<file path="src/rtl/change_dispenser.sv">
// Coin-return unit: dispenses change from Rs10/Rs5 hoppers one acknowledged coin at a time.
// Optional ack timeout with jam pulse, enabled by defining CHANGE_DISP_TIMEOUT_EN.
module change_dispenser #(
  parameter int INV_W   = 8,
  parameter int INIT_5  = 20,
  parameter int INIT_10 = 20,
  parameter int TIMEOUT = 15
) (
  input  logic             clk,
  input  logic             rst,
  input  logic             req,
  input  logic [2:0]       change,
  input  logic             coin_ack,
  input  logic             load_5,
  input  logic             load_10,
  input  logic [INV_W-1:0] load_qty,
  output logic             busy,
  output logic             eject_5,
  output logic             eject_10,
  output logic             done,
  output logic             short_err,
  output logic             code_err,
  output logic             jam,
  output logic [INV_W-1:0] cnt_5,
  output logic [INV_W-1:0] cnt_10
);

  typedef enum logic [2:0] {IDLE, CHECK, EJECT, WAIT_ACK, DONE_S} state_t;

  state_t     state;
  logic [2:0] rem;
  logic       coin10;
  logic [2:0] half;
  logic [2:0] n10;
  logic [2:0] need5;
  logic       short_now;

  if (TIMEOUT < 1) begin : g_bad_timeout
    $error("TIMEOUT must be at least 1");
  end

  function automatic logic [INV_W-1:0] sat_add(input logic [INV_W-1:0] a,
                                                input logic [INV_W-1:0] b);
    logic [INV_W:0] s;
    s = {1'b0, a} + {1'b0, b};
    return s[INV_W] ? '1 : s[INV_W-1:0];
  endfunction

  // Coverage check: take as many Rs10 coins as possible, the rest must come from Rs5.
  always_comb begin
    half      = {1'b0, rem[2:1]};
    n10       = (INV_W'(half) <= cnt_10) ? half : cnt_10[2:0];
    need5     = rem - {n10[1:0], 1'b0};
    short_now = INV_W'(need5) > cnt_5;
  end

`ifdef CHANGE_DISP_TIMEOUT_EN
  localparam int TMR_W = $clog2(TIMEOUT + 1);
  logic [TMR_W-1:0] tmr;
`else
  assign jam = 1'b0;
`endif

  always_ff @(posedge clk) begin
    if (rst) begin
      state     <= IDLE;
      rem       <= '0;
      coin10    <= 1'b0;
      busy      <= 1'b0;
      eject_5   <= 1'b0;
      eject_10  <= 1'b0;
      done      <= 1'b0;
      short_err <= 1'b0;
      code_err  <= 1'b0;
      cnt_5     <= INV_W'(INIT_5);
      cnt_10    <= INV_W'(INIT_10);
`ifdef CHANGE_DISP_TIMEOUT_EN
      jam       <= 1'b0;
      tmr       <= '0;
`endif
    end else begin
      eject_5   <= 1'b0;
      eject_10  <= 1'b0;
      done      <= 1'b0;
      short_err <= 1'b0;
      code_err  <= 1'b0;
`ifdef CHANGE_DISP_TIMEOUT_EN
      jam       <= 1'b0;
`endif
      case (state)
        IDLE: begin
          if (load_5)  cnt_5  <= sat_add(cnt_5, load_qty);
          if (load_10) cnt_10 <= sat_add(cnt_10, load_qty);
          if (req) begin
            if (change >= 3'd5) begin
              code_err <= 1'b1;
            end else if (change != 3'd0) begin
              rem   <= change;
              state <= CHECK;
              busy  <= 1'b1;
            end
          end
        end
        CHECK: begin
          if (short_now) begin
            short_err <= 1'b1;
            rem       <= '0;
            state     <= IDLE;
            busy      <= 1'b0;
          end else begin
            state <= EJECT;
          end
        end
        EJECT: begin
          if (rem >= 3'd2 && cnt_10 != '0) begin
            eject_10 <= 1'b1;
            coin10   <= 1'b1;
          end else begin
            eject_5 <= 1'b1;
            coin10  <= 1'b0;
          end
          state <= WAIT_ACK;
`ifdef CHANGE_DISP_TIMEOUT_EN
          tmr   <= '0;
`endif
        end
        WAIT_ACK: begin
          if (coin_ack) begin
            if (coin10) begin
              cnt_10 <= cnt_10 - 1'b1;
              rem    <= rem - 3'd2;
              state  <= (rem == 3'd2) ? DONE_S : EJECT;
            end else begin
              cnt_5 <= cnt_5 - 1'b1;
              rem   <= rem - 3'd1;
              state <= (rem == 3'd1) ? DONE_S : EJECT;
            end
          end
`ifdef CHANGE_DISP_TIMEOUT_EN
          else if (tmr == TMR_W'(TIMEOUT - 1)) begin
            jam   <= 1'b1;
            rem   <= '0;
            state <= IDLE;
            busy  <= 1'b0;
          end else begin
            tmr <= tmr + 1'b1;
          end
`endif
        end
        DONE_S: begin
          done  <= 1'b1;
          state <= IDLE;
          busy  <= 1'b0;
        end
        default: begin
          state <= IDLE;
          busy  <= 1'b0;
        end
      endcase
    end
  end

endmodule
</file>
<file path="config.mk">
export PLATFORM = sky130hd
export DESIGN_NAME = change_dispenser
export DESIGN_NICKNAME = d
export VERILOG_FILES = /design/src/rtl/change_dispenser.sv
export SDC_FILE = /design/constraint.sdc
export NUM_CORES = 1
export LEC_CHECK = 0
export BUFFER_PORTS_ARGS = -buffer_cell sky130_fd_sc_hd__buf_4
export CAP_MARGIN = 10
export CORE_MARGIN = 2
export CORE_UTILIZATION = 45
export DETAILED_ROUTE_END_ITERATION = 8
export PLACE_DENSITY = 0.64
export SYNTH_ARGS = -nofsm -noshare
export SYNTH_HDL_FRONTEND = slang
export SYNTH_SLANG_ARGS = --single-unit
</file>
<file path="constraint.sdc">
create_clock -name clk -period 5.54 [get_ports clk]
set_clock_uncertainty 0.2 [all_clocks]
set_input_delay 0.277 -clock clk [delete_from_list [all_inputs] [get_ports clk]]
set_output_delay 0.277 -clock clk [all_outputs]
set_load 0.01 [all_outputs]
</file>
# Yosys cells after proc, flatten, opt, wreduce, memory -nomap -nowiden
# Index checks and enable logic that the tools add are counted.
[op_classes]
n_addsub = 7
n_mux = 37
reduce_logical = 15
n_eq_ne = 15
bitwise_logic = 5
magnitude_cmp = 4
[op_table]
columns = ["cell", "count"]
rows = [
  ["two-way mux 8 bit", 8],
  ["two-way mux 3 bit", 13],
  ["case mux 8 bit (2 select lines)", 2],
  ["adder 8 x 8 -> 9 bit", 2],
  ["inequality test 2 bit (second input constant)", 9],
  ["subtractor 8 x 1 -> 8 bit (second input constant)", 2],
  ["case mux 3 bit (4 select lines)", 1],
  ["AND reduction 4 bit", 3],
  ["equality test 3 x 2 -> 1 bit (second input constant)", 3],
  ["two-way mux 1 bit", 9],
  ["case mux 3 bit (3 select lines)", 1],
  ["> comparator 3 x 8 -> 1 bit", 1],
  ["less-or-equal comparator 2 x 8 -> 1 bit", 1],
  ["nonzero test 8 bit", 1],
  ["equality test 3 x 1 -> 1 bit (second input constant)", 2],
  ["AND reduction 6 bit", 1],
  ["nonzero test 3 bit", 2],
  ["OR reduction 2 bit", 3],
  ["NOT 1 bit", 5],
  ["AND reduction 5 bit", 1],
  ["two-way mux 2 bit", 2],
  ["equality test 3 bit (second input constant)", 1],
  ["greater-or-equal comparator 3 x 2 -> 1 bit (second input constant)", 1],
  ["greater-or-equal comparator 3 bit (second input constant)", 1],
  ["other kinds (8)", 8],
]
[totals]
word_cells = 94
in_bits = 17
regBits = 29

# Depth between registers and ports, before layout
[logic_depth]
depth_word = 6
mapped_depth = 14

# Least setup slack after synthesis
# No wires, ideal clock.
[synth_path]
path_kind = "reg2reg"
startpoint = "register cnt_10[1]"
endpoint = "register rem[0]"
setup_time_ns = 0.086
n_path_buf = 0
path_stages_with_launch = 14
path_slack_ns = 2.211
synth_period_minus_slack_ns = 3.329
t_arrival_ns = 3.043
cell_sequence = "dfxtp_1 inv_1 ha_1 nor2b_1 o2111ai_1 o21ai_0 ha_1 inv_1 ha_1 nor2b_1 o21ai_0 a2111oi_4 o211ai_2 a221oi_2"
[synth_between]
elab_chain_cells = 6
[synth_rtl]
columns = ["item", "line_no", "rtl"]
rows = [
  ["from (decl)", "25", "output logic [INV_W-1:0] cnt_10"],
  ["from (signal assigned)", "76", "cnt_10 <= INV_W'(INIT_10);"],
  ["from (signal assigned)", "93", "if (load_10) cnt_10 <= sat_add(cnt_10, load_qty);"],
  ["from (signal assigned)", "130", "cnt_10 <= cnt_10 - 1'b1;"],
  ["less-or-equal comparator 2 x 8 -> 1 bit", "52", "n10 = (INV_W'(half) <= cnt_10) ? half : cnt_10[2:0];"],
  ["two-way mux 2 bit *", "52", ""],
  ["subtractor 3 bit *", "53", "need5 = rem - {n10[1:0], 1'b0};"],
  ["> comparator 3 x 8 -> 1 bit *", "54", "short_now = INV_W'(need5) > cnt_5;"],
  ["inequality test 2 bit (no line) *", "--", ""],
  ["AND reduction 6 bit (no line) *", "--", ""],
  ["to (signal assigned)", "98", "rem <= change;"],
  ["to (signal assigned)", "131", "rem <= rem - 3'd2;"],
  ["to (signal assigned)", "135", "rem <= rem - 3'd1;"],
  ["to (decl)", "31", "logic [2:0] rem;"],
]
# Mark *: on every way between the ends. The rest lies on a longest branch, timed or not.
# A chain may end at the register's enable or synchronous reset.

# Worst setup path in the final report
# Ends and elaborated chain as after synthesis.

==> run_results.csv <==
group,metric,value,unit
finish,synthToLayoutAreaGrowth,15.6,%
route,firstDrtPassIters,5,
worst_setup_path,crit_path_cell_trace,"inv_1 -> ha_1 -> nor2b_1 -> o2111ai_1 -> o21ai_0 -> ha_1 -> inv_1 -> ha_1 -> nor2b_1 -> o21ai_0 -> a2111oi_4 -> o211ai_2 -> a221oi_2",
finish,fillers,547,
route,via_per_inst,6.05,
global_route,grt_use_total,0.228,
finish,drive_gt1_frac,0.150,
worst_setup_path,cp_num_buf_inv,2,
floorplan,die_w,80.1,um
global_route,grt_max_degree,22,
worst_setup_path,endpoint_kind,"flip-flop",
clock_network,clk_pin_slew,0.08,ns
sta,hold_viol,0,
logic_synthesis,synth_xor_area_frac,0.0336,
logic_synthesis,synthArstFlopShare,0,
finish,diodes,0,
global_route,grt_first_pass_wirelength,11500,um
worst_setup_path,max_stage_delay,0.59,ns
pwr,p_per_area,307,nW/um2
finish,multi_input_area,1900,um2
clock_network,numCtsBuffers,5,
route,wl,7230,um
clock_network,post_cts_buffers,0,
placed_design,dp_hpwl,5440,um
logic_synthesis,ys_types,62,
worst_setup_path,cp.required,5.54,ns
route,drtIter0Drc,181,
job,cap_violations,0,
worst_setup_path,cpMostUsedCell,"ha_1",
sta,setup_tns,0,ns
logic_synthesis,syn_area,2610,um2
logic_synthesis,yosys.area_share.adder,0.154,
logic_synthesis,synth_top_family_by_area,"compound AO/OA/AOI/OAI gates",
clock_network,cts_buffer_depth,2,
clock_network,worstSkewPairLatency,0.28,ns
sta,maxSlewHeadroom,0.530,
global_route,antenna_found_initial,0,
worst_setup_path,cp_max_fo,7,
clock_network,cts_num_sinks,29,
logic_synthesis,muxShareOfSynthArea,0.0158,
worst_setup_path,slowest_stage,"a2111oi_4",
finish,nNetsFinal,414,
sta,rsz0062_at_grt,"false",
finish,final_cells,439,
pwr,vdd_drop_max,0.172,mV
logic_synthesis,synth_nets,382,
min_path,hold_path.class,"primary input to flip-flop",
logic_synthesis,syn_inst,334,
worst_setup_path,path_class,"flip-flop to flip-flop",
outcome,outcome,"complete, no violations",
clock_network,tritoncts,"built",
route,post_drt_wl_per_cell,16.5,um
clock_network,clockRootBuffer,"clkbuf_8",
sta,fin_crit,3.61,ns
logic_synthesis,synth_ff_type,"dfxtp_1",
placed_design,place_congestion,0.860,
logic_synthesis,synth-simple-area-share,0.226,
sta,finalCritPeriodShare,0.651,
pwr,p_total,0.925,mW
pwr,p_leak,1.25,nW
finish,seq_area,581,um2
clock_network,postCtsResizedCells,0,
sta,setup_violations,0,
worst_setup_path,arrival,3.61,ns
floorplan,coreArea,5540,um2
clock_network,ctsHoldBuffers,0,
worst_setup_path,path_delay_family,"compound AO/OA/AOI/OAI gates",
placed_design,placedCellCount,431,
sta,slew_violations,0,
floorplan,start_util,0.471,
global_route,grt_pass1_vias,2325,
logic_synthesis,synth_compound_area_frac,0.295,
logic_synthesis,synth_edf_count,0,
route,remaining_drc_errors,0,
finish,final_util,0.544,
worst_setup_path,startpoint_type,"flip-flop",
sta,worst_pin_slew,0.705,ns
route,ant_nets,0,
logic_synthesis,synth-seq-cells,29,
route,vias,2655,
logic_synthesis,synth_warnings,0,
sta,maxClockFrequency,277,MHz
floorplan,fp.dieH,80.1,um
floorplan,io_pins,40,
logic_synthesis,avgSynthCellArea,7.81,um2
placed_design,portBuffers,38,
floorplan,dieArea,6420,um2
logic_synthesis,synth-seq-area-share,0.223,
clock_network,htreeDepth,2,
floorplan,rows,27,
global_route,overflow,0,
power breakdown:
| group | internal, mW | switching [mW] | leakage (nW) |
|---|---|---|---|
| Sequential | 0.241 | 0.0652 | 0.238 |
| Clock | 0.0867 | 0.0889 | 0.0439 |
| Combinational | 0.200 | 0.245 | 0.971 |
| Total | 0.527 | 0.399 | 1.25 |
flip-flops by register name, summed over array words and instances, names as in the netlist:
| name | flops |
|---|---|
| cnt_5 | 8 |
| cnt_10 | 8 |
| rem | 3 |
| coin10 | 1 |
| eject_5 | 1 |
| code_err | 1 |
| state | 3 |
| done | 1 |
| busy | 1 |
| short_err | 1 |
| eject_10 | 1 |
cells in the final DEF (no fill, tap or decap), types with 4 or more instances in the layout:
master,synthesis,routed
buf_4,1,38
nor2_1,30,30
ha_1,29,29
dfxtp_1,29,29
a21oi_1,28,28
o21ai_0,22,22
inv_1,21,21
nand2_1,21,21
nor3_1,17,17
a31oi_1,8,8
xor2_1,7,7
nand2b_1,7,7
o211ai_1,7,7
nand3_1,7,7
a21o_1,6,6
nand4_1,5,5
clkbuf_8,0,5
nor2b_1,4,4
a211oi_1,4,4
a311oi_1,4,4
o21a_1,4,4
nor4_1,4,4
synthesized netlist by cell type (all sizes together) (5+ instances only):
| master | count | area share |
|---|---|---|
| xor2 | 7 | 0.024 |
| a31oi | 8 | 0.019 |
| ha | 29 | 0.14 |
| o211ai | 8 | 0.025 |
| o21a | 5 | 0.015 |
| nand4 | 5 | 0.012 |
| a21oi | 28 | 0.054 |
| nor3 | 17 | 0.033 |
| nor2 | 30 | 0.043 |
| o21ai | 22 | 0.042 |
| dfxtp | 29 | 0.22 |
| nand3 | 7 | 0.013 |
| inv | 21 | 0.030 |
| clkbuf | 10 | 0.014 |
| nand2b | 7 | 0.017 |
| nand2 | 21 | 0.030 |
| a21o | 6 | 0.017 |
per-layer routing:
layer | vias to the layer above | global-route usage | share of wire
met5 | - | 0 | 0
met4 | 0 | 0.0458 | 0.011
met3 | 10 | 0.0303 | 0.044
met2 | 90 | 0.362 | 0.46
met1 | 1238 | 0.328 | 0.49
li1 | 1317 | - | -
worst min-delay path, stage by stage:
cell	delay (ns)
buf_4	0.12
nand2_1	0.07
nor4b_1	0.05
area by class of cell:
class / count / area share
Multi-Input combinational cell: 271 / 0.628
Clock buffer: 5 / 0.0228
Clock inverter: 3 / 0.00581
Tap cell: 72 / 0.0299
Timing Repair Buffer: 38 / 0.0946
Sequential cell: 29 / 0.192
Inverter: 21 / 0.0261
path summary, 6_finish.rpt:
path | start | end | slack, ns | depth (start not counted)
worst max-delay path | cnt_10[1] | rem[0] | 1.93 | 13
worst min-delay path | change[2] | code_err | 0.07 | 3
worst max register to register | cnt_10[1] | rem[0] | 1.93 | 13
worst min register to register | cnt_10[1] | cnt_10[1] | 0.38 | 2
cells by family after synthesis:
kind of cell,Yosys count
other,1
flip-flops,29
AND/OR/NAND/NOR,114
multiplexers,4
AO/OA/AOI/OAI,111
buffers and inverters,34
adder cells (fa/ha/maj),31
XOR/XNOR,10
per-stage QoR:
step / cell area (um2) / worst slack [ns] / hold slack, ns
finish: 3020 / 1.93 / 0.0731
global placement: 2930 / 2.08 / 0.354
detailed placement: 2930 / 1.98 / 0.359
floorplan: 2610 / 2.21 / 0.228
CTS: 3020 / 1.95 / 0.0701
global route: 3020 / 1.63 / 0.0915
No activity file was read; power rests on OpenSTA's default activity.
